<file path="src/rtl/xmtr_arb_pkg.sv">
// -----------------------------------------------------------------------------
// xmtr_arb_pkg
// Definitions shared by the serial frame transmitter (xmtr_arb) and its
// receiver (rcvr). These are the default frame geometry, the FSM state
// encoding and a frame-length helper.
// -----------------------------------------------------------------------------
package xmtr_arb_pkg;

  localparam int         HEADER_SIZE_DEF  = 8;
  localparam logic [7:0] HEADER_VALUE_DEF = 8'hA5;
  localparam int         BODY_SIZE_DEF    = 16;
  localparam int         GAP_SIZE_DEF     = 2;

  typedef enum logic [1:0] {
    ST_IDLE = 2'd0,
    ST_SEND = 2'd1,
    ST_GAP  = 2'd2
  } xmtr_state_t;

  // Number of bits serialised per frame: header followed by body.
  function automatic int frame_bits(input int hdr_size, input int body_size);
    return hdr_size + body_size;
  endfunction

endpackage

</file>
<file path="src/rtl/xmtr_arb_rr_arb2.sv">
// -----------------------------------------------------------------------------
// rr_arb2
// Two-input round-robin arbiter with a one-hot grant.
//   i_clk   : clock, rising edge
//   i_rst   : synchronous active-high reset (last-granted pointer -> 1)
//   i_req   : request vector, bit n = requester n
//   i_take  : the current grant is consumed, so the pointer is updated
//   o_grant : one-hot grant (combinational from i_req and the pointer)
// -----------------------------------------------------------------------------
module rr_arb2 (
  input  logic       i_clk,
  input  logic       i_rst,
  input  logic [1:0] i_req,
  input  logic       i_take,
  output logic [1:0] o_grant
);

  // 1 means requester 1 was granted last. A tie then goes to requester 0.
  logic r_last;

  // Grant selection. A lone requester always wins. On a tie the requester
  // that was not granted last wins.
  always_comb begin
    o_grant = 2'b00;
    case (i_req)
      2'b01:   o_grant = 2'b01;
      2'b10:   o_grant = 2'b10;
      2'b11:   o_grant = r_last ? 2'b01 : 2'b10;
      default: o_grant = 2'b00;
    endcase
  end

  // Last-granted pointer. It moves only when a grant is actually consumed.
  always_ff @(posedge i_clk) begin
    if (i_rst) begin
      r_last <= 1'b1;
    end else if (i_take && (o_grant != 2'b00)) begin
      r_last <= o_grant[1];
    end else begin
      r_last <= r_last;
    end
  end

endmodule

</file>
<file path="src/rtl/xmtr_arb.sv">
// -----------------------------------------------------------------------------
// xmtr_arb
// Arbitrates between two frame requesters and serialises the winner's frame
// as {HEADER_VALUE, DINx}, MSB first. After each frame it sends GAP_SIZE
// idle bits.
//   i_sclk        : clock, all state changes on the rising edge
//   i_rst         : synchronous active-high reset
//   i_req0/i_req1 : frame requests, held until the matching grant
//   i_din0/i_din1 : frame bodies, captured on the grant edge
//   o_gnt0/o_gnt1 : one-cycle grant pulses (body captured)
//   o_sdata       : serial stream, one bit per clock
//   o_busy        : high in SEND and GAP
//   o_frame_cnt   : completed frames, modulo 256
// All outputs are registered.
// -----------------------------------------------------------------------------
module xmtr_arb
  import xmtr_arb_pkg::*;
#(
  parameter int                     HEADER_SIZE  = HEADER_SIZE_DEF,
  parameter logic [HEADER_SIZE-1:0] HEADER_VALUE = HEADER_VALUE_DEF,
  parameter int                     BODY_SIZE    = BODY_SIZE_DEF,
  parameter int                     GAP_SIZE     = GAP_SIZE_DEF
) (
  input  logic                 i_sclk,
  input  logic                 i_rst,
  input  logic                 i_req0,
  input  logic [BODY_SIZE-1:0] i_din0,
  output logic                 o_gnt0,
  input  logic                 i_req1,
  input  logic [BODY_SIZE-1:0] i_din1,
  output logic                 o_gnt1,
  output logic                 o_sdata,
  output logic                 o_busy,
  output logic [7:0]           o_frame_cnt
);

  localparam int FRAME_LEN = frame_bits(HEADER_SIZE, BODY_SIZE);
  localparam int CNT_W     = $clog2(FRAME_LEN + 1);

  xmtr_state_t          r_state;
  logic [FRAME_LEN-1:0] r_shreg;
  logic [CNT_W-1:0]     r_bitcnt;
  logic [3:0]           r_gapcnt;
  logic                 r_gnt0;
  logic                 r_gnt1;
  logic                 r_sdata;
  logic                 r_busy;
  logic [7:0]           r_frame_cnt;

  logic [1:0]           w_grant;
  logic                 w_take;
  logic [FRAME_LEN-1:0] w_frame;

  // Requests are only looked at in IDLE. Changes while busy are ignored.
  assign w_take = (r_state == ST_IDLE);

  rr_arb2 u_rr_arb2 (
    .i_clk   (i_sclk),
    .i_rst   (i_rst),
    .i_req   ({i_req1, i_req0}),
    .i_take  (w_take),
    .o_grant (w_grant)
  );

  // Frame image of the requester that wins this cycle.
  always_comb begin
    w_frame = {HEADER_VALUE, i_din0};
    if (w_grant[1]) begin
      w_frame = {HEADER_VALUE, i_din1};
    end else begin
      w_frame = {HEADER_VALUE, i_din0};
    end
  end

  // Transmit FSM. The frame MSB goes straight into r_sdata on the grant edge.
  // The shift register therefore holds the remaining bits, and r_bitcnt
  // counts the bits already placed on the line.
  always_ff @(posedge i_sclk) begin
    if (i_rst) begin
      r_state     <= ST_IDLE;
      r_shreg     <= '0;
      r_bitcnt    <= '0;
      r_gapcnt    <= 4'd0;
      r_gnt0      <= 1'b0;
      r_gnt1      <= 1'b0;
      r_sdata     <= 1'b0;
      r_busy      <= 1'b0;
      r_frame_cnt <= 8'd0;
    end else begin
      r_gnt0 <= 1'b0;
      r_gnt1 <= 1'b0;
      case (r_state)
        ST_IDLE: begin
          if (w_grant != 2'b00) begin
            r_state  <= ST_SEND;
            r_busy   <= 1'b1;
            r_gnt0   <= w_grant[0];
            r_gnt1   <= w_grant[1];
            r_sdata  <= w_frame[FRAME_LEN-1];
            r_shreg  <= {w_frame[FRAME_LEN-2:0], 1'b0};
            r_bitcnt <= CNT_W'(1);
          end else begin
            r_sdata <= 1'b0;
            r_busy  <= 1'b0;
          end
        end
        ST_SEND: begin
          if (r_bitcnt == CNT_W'(FRAME_LEN)) begin
            // The last bit has been on the line for one cycle, so the frame is done.
            r_state     <= ST_GAP;
            r_sdata     <= 1'b0;
            r_bitcnt    <= '0;
            r_gapcnt    <= 4'd1;
            r_frame_cnt <= r_frame_cnt + 8'd1;
          end else begin
            r_sdata  <= r_shreg[FRAME_LEN-1];
            r_shreg  <= {r_shreg[FRAME_LEN-2:0], 1'b0};
            r_bitcnt <= r_bitcnt + CNT_W'(1);
          end
        end
        ST_GAP: begin
          if (r_gapcnt == 4'(GAP_SIZE)) begin
            r_state  <= ST_IDLE;
            r_busy   <= 1'b0;
            r_gapcnt <= 4'd0;
          end else begin
            r_gapcnt <= r_gapcnt + 4'd1;
          end
        end
        default: begin
          r_state  <= ST_IDLE;
          r_sdata  <= 1'b0;
          r_busy   <= 1'b0;
          r_bitcnt <= '0;
          r_gapcnt <= 4'd0;
        end
      endcase
    end
  end

  assign o_gnt0      = r_gnt0;
  assign o_gnt1      = r_gnt1;
  assign o_sdata     = r_sdata;
  assign o_busy      = r_busy;
  assign o_frame_cnt = r_frame_cnt;

endmodule

</file>
<file path="config.mk">
export PLATFORM = sky130hd
export DESIGN_NAME = xmtr_arb
export DESIGN_NICKNAME = d
export VERILOG_FILES = /design/src/rtl/xmtr_arb_pkg.sv /design/src/rtl/xmtr_arb_rr_arb2.sv /design/src/rtl/xmtr_arb.sv
export SDC_FILE = /design/constraint.sdc
export NUM_CORES = 1
export LEC_CHECK = 0
export BUFFER_PORTS_ARGS = -buffer_cell sky130_fd_sc_hd__buf_2
export CORE_ASPECT_RATIO = 1.75
export CORE_UTILIZATION = 40
export DETAILED_ROUTE_END_ITERATION = 12
export GPL_ROUTABILITY_DRIVEN = 0
export PLACE_DENSITY_LB_ADDON = 0.15
export SKIP_CTS_REPAIR_TIMING = 1
export SLEW_MARGIN = 30
export SYNTH_ARGS = -nofsm -noshare
export SYNTH_HDL_FRONTEND = slang
export SYNTH_SLANG_ARGS = --single-unit
</file>
<file path="constraint.sdc">
create_clock -name i_sclk -period 1.5 [get_ports i_sclk]
set_input_delay 0.3 -clock i_sclk [delete_from_list [all_inputs] [get_ports i_sclk]]
set_output_delay 0.3 -clock i_sclk [all_outputs]
set_load 0.05 [all_outputs]
</file>
==> impl_metrics.csv <==
group,metric,value,unit
place,port-buffer-count,47,
detailed_routing,routed_wirelength,5966,um
pwr,power-per-cell-area,1056,mW/mm^2
timing,worstMarginPinSlew,0.4801,ns
timing,report.final.setup_viol,27,
setup_path,cp.arrival,1.82,ns
yosys,ys_seq_area_share,38.06,%
die,fp.coreArea,0.005926,sq mm
run_status,status,"complete, but fails checks",
cells_and_area,finalNonFillerCells,441,
yosys,synth-warning-count,0,
pwr,switchingPower,1.048,mW
detailed_routing,detailroute.wirelength.met2,3264,um
die,io-pin-count,48,
yosys,synth.avg_cell_area,8.736,sq um
clock_tree,cts_tree,"yes",
min_path,hold_path_class,"input pin to register",
detailed_routing,drc,0,
detailed_routing,remaining_antenna_violation_count,0,
die,initial_standard_cell_utilization_of_the_core,41.72,%
setup_path,criticalPathCategory,"register to register",
global_routing,maximum_number_of_pins_on_one_net_before_global_route_repair,28,
detailed_routing,via_per_inst,5.168,
cells_and_area,area.growth.synth_to_final,39.07,%
clock_tree,path_clk_slew,0.09,ns
detailed_routing,detailedRoute.firstIterationViolations,79,
cells_and_area,final_core_utilization,58.02,%
pwr,net_sw_share,28.86,%
timing,report.final.hold_viol_count,0,
yosys,yosys.area.top_type,"dfxtp_1",
timing,min_period_over_period,107.0,%
detailed_routing,wl_met3,177,um
die,die_area,0.006512,sq mm
timing,finalCriticalPeriod,1.605,ns
global_routing,grt_util_all_layers,18.36,%
global_routing,first_global_vias,2176,
clock_tree,worst_skew_pair.late_latency,0.30,ns
timing,max_slew_headroom,67.92,%
global_routing,grt.overflow.total,0,
clock_tree,htree_levels,2,
pwr,power.share.sequential,39.7,%
cells_and_area,final_area,0.003438,sq mm
detailed_routing,vias,2279,
setup_path,r2r_setup_slack,-0.10,ns
yosys,synth-async-reset-ratio,0,%
yosys,postSynth.topFlopCell,"dfxtp_1",
detailed_routing,highest_layer,"met4",
detailed_routing,wire_per_inst,13.53,um
yosys,ys_top_cells_by_area,"dfxtp_1, mux2_2, a21oi_1, o211ai_1, nand2b_1",
pwr,pwr-share-clk,29.9,%
yosys,syn_inst,283,
timing,worst_hold_slack,0.2447,ns
setup_path,critical_path.cell_chain,"inv_2 -> ha_1 -> or3b_4 -> nand2_2 -> or4b_1 -> o31ai_1",
clock_tree,cts_root_buf,"clkbuf_8",
timing,timing.final.max_slew_violations,0,
place,post-place-cells,426,
pwr,cellLeakagePower,1.412,nW
die,core.rowCount,37,
setup_path,cp_slowest_cell,"or4b_1",
clock_tree,cts.path.max_buffers,2,
yosys,number_of_flops_mapped_to_enable_cells_by_yosys,0,
timing,top_achievable_clock_speed,623.1,MHz
yosys,synth_top_area_share,38.06,%
setup_path,endpoint_kind,"register",
pwr,post-layout-total-power,3.630,mW
yosys,syn_area,0.002472,sq mm
clock_tree,cts_buf_count,5,
timing,setup_ws,-0.1048,ns
setup_path,crit_path_max_fanout,6,
yosys,synth.net_count,327,
yosys,ys_types,56,
timing,final_worst_clock_skew,0.006401,ns
setup_path,r2r-start,"r_gapcnt[0]",
pwr,vdd_drop_max,594.4,uV
die,die_w,61.43,um
flow_run,cap_viol_max_count,0,
cells_and_area,antenna_cells,0,
timing,grt_setup_unrepaired,"yes",
global_routing,number_of_antenna_violations_at_the_first_check_in_global_routing,0,
global_routing,grt_first_pass_wirelength,9156,um
cells_and_area,final_layout_size_suffix_gt1_share,47.38,%
place,sum_of_net_half_perimeters_after_detailed_placement,4116,um
run_status,failing_checks,"negative setup slack",
pwr,cellInternalPower,2.582,mW
setup_path,critPathMaxStageDelay,0.44,ns
cells_and_area,design.final.nets,406,
place,detailed_place.area,0.003032,sq mm
pwr,combinational_fraction_of_design_power,30.4,%
min_path,worst_hold_startpoint,"i_req1",
yosys,synth_seq_cells,47,
setup_path,critPathRequiredTime,1.71,ns
setup_path,setup.worst_path.start_class,"register",
detailed_routing,first_pass_iters,4,
die,die_h,106.0,um
detailed_routing,routedLengthMet1,2420,um
setup_path,worstSetupStartpoint,"r_gapcnt[0]",
clock_tree,clkSinkCount,47,
synth_stat cells, types with 3 or more instances:
cell type and n:
dfxtp_1 47, a21oi_1 33, nand2_1 28, nand2b_1 17, mux2_2 15, nand3_1 15
o211ai_1 15, nor2_1 13, inv_1 9, nor3_1 9, clkbuf_1 8, ha_1 8
buf_2 4, a211oi_1 3, buf_4 3, o21ai_0 3, xnor2_1 3, xor2_1 3
power groups by stage:
stage / clock (mW) / sequential [mW] / combinational, mW
detailed placement: 0 / 1.46 / 0.924
global route: 1.16 / 1.45 / 1.22
CTS: 1.12 / 1.43 / 0.928
finish: 1.09 / 1.44 / 1.10
global placement: 0 / 1.46 / 0.916
floorplan: 0 / 1.49 / 0.620
stage by stage:
step | setup TNS (ns) | worst slack (ns)
floorplan | -0.09628 | -0.08715
global placement | -2.737 | -0.1199
detailed placement | -3.445 | -0.1476
CTS | -4.050 | -0.1718
global route | -4.488 | -0.1906
finish | -1.728 | -0.1048
flip-flops by register name, indices dropped and copies added (netlist names):
name              count
o_gnt1                1
r_state               2
r_shreg              23
u_rr_arb2.r_last      1
r_bitcnt              5
o_sdata               1
o_busy                1
o_frame_cnt           8
r_gapcnt              4
o_gnt0                1
final cells by class:
class	instances	area [sq um]
clock buffers	6	72.57
clock inverters	2	60.06
fillers	573	2487
inverters	10	42.54
multi-input cells	207	1573
flip-flops and latches	47	952.2
well taps	78	97.59
repair buffers	91	640.6
routing by layer:
metal  vias to the layer above  GRT usage (%)
li1                       1160              -
met1                      1067          20.44
met2                        45          32.38
met3                         7          3.163
met4                         0          8.254
met5                         -              0
kinds of logic after synthesis:
| kind of cell | synth area share, % |
|---|---|
| compound gates | 18.32 |
| xor+xnor | 2.126 |
| fa+ha+maj | 4.049 |
| buf+inv | 6.174 |
| flops | 38.06 |
| mux | 7.692 |
| simple gates | 23.58 |
layout by cell type (no fill, tap or decap), types with 3 or more instances in the layout:
cell type  netlist  layout
nand2_2          0       7
clkbuf_8         2       5
nand3_1         15      15
buf_4            3      36
buf_2            4      47
nand2_1         28      19
dfxtp_2          0       9
mux2_2          15      15
a21oi_1         33      22
xor2_1           3       3
inv_1            9       4
nand2b_1        17      16
nand2_4          1       3
nor2_1          13      12
xnor2_1          3       3
a211oi_1         3       3
o211ai_1        15      15
buf_6            1       4
a21oi_2          0      11
ha_1             8       4
inv_2            0       4
nor3_1           9       7
dfxtp_1         47      38
final timing paths:
check                                    to  depth (start not counted)
worst max-delay path             r_state[1]                          6
worst min register to register  r_shreg[12]                          2
worst min-delay path                 o_gnt0                          2
worst max register to register   r_state[1]                          6
critical path: cells and delay by family, from the launching register on:
family                     cells  cell delay (ns)
and+or+nand+nor                3             0.94
DFF                            1             0.33
AOI/OAI and AO/OA              1             0.07
buffers and inverters          1             0.05
adders and majority gates      1             0.13
No activity file was read; power rests on OpenSTA's default activity.
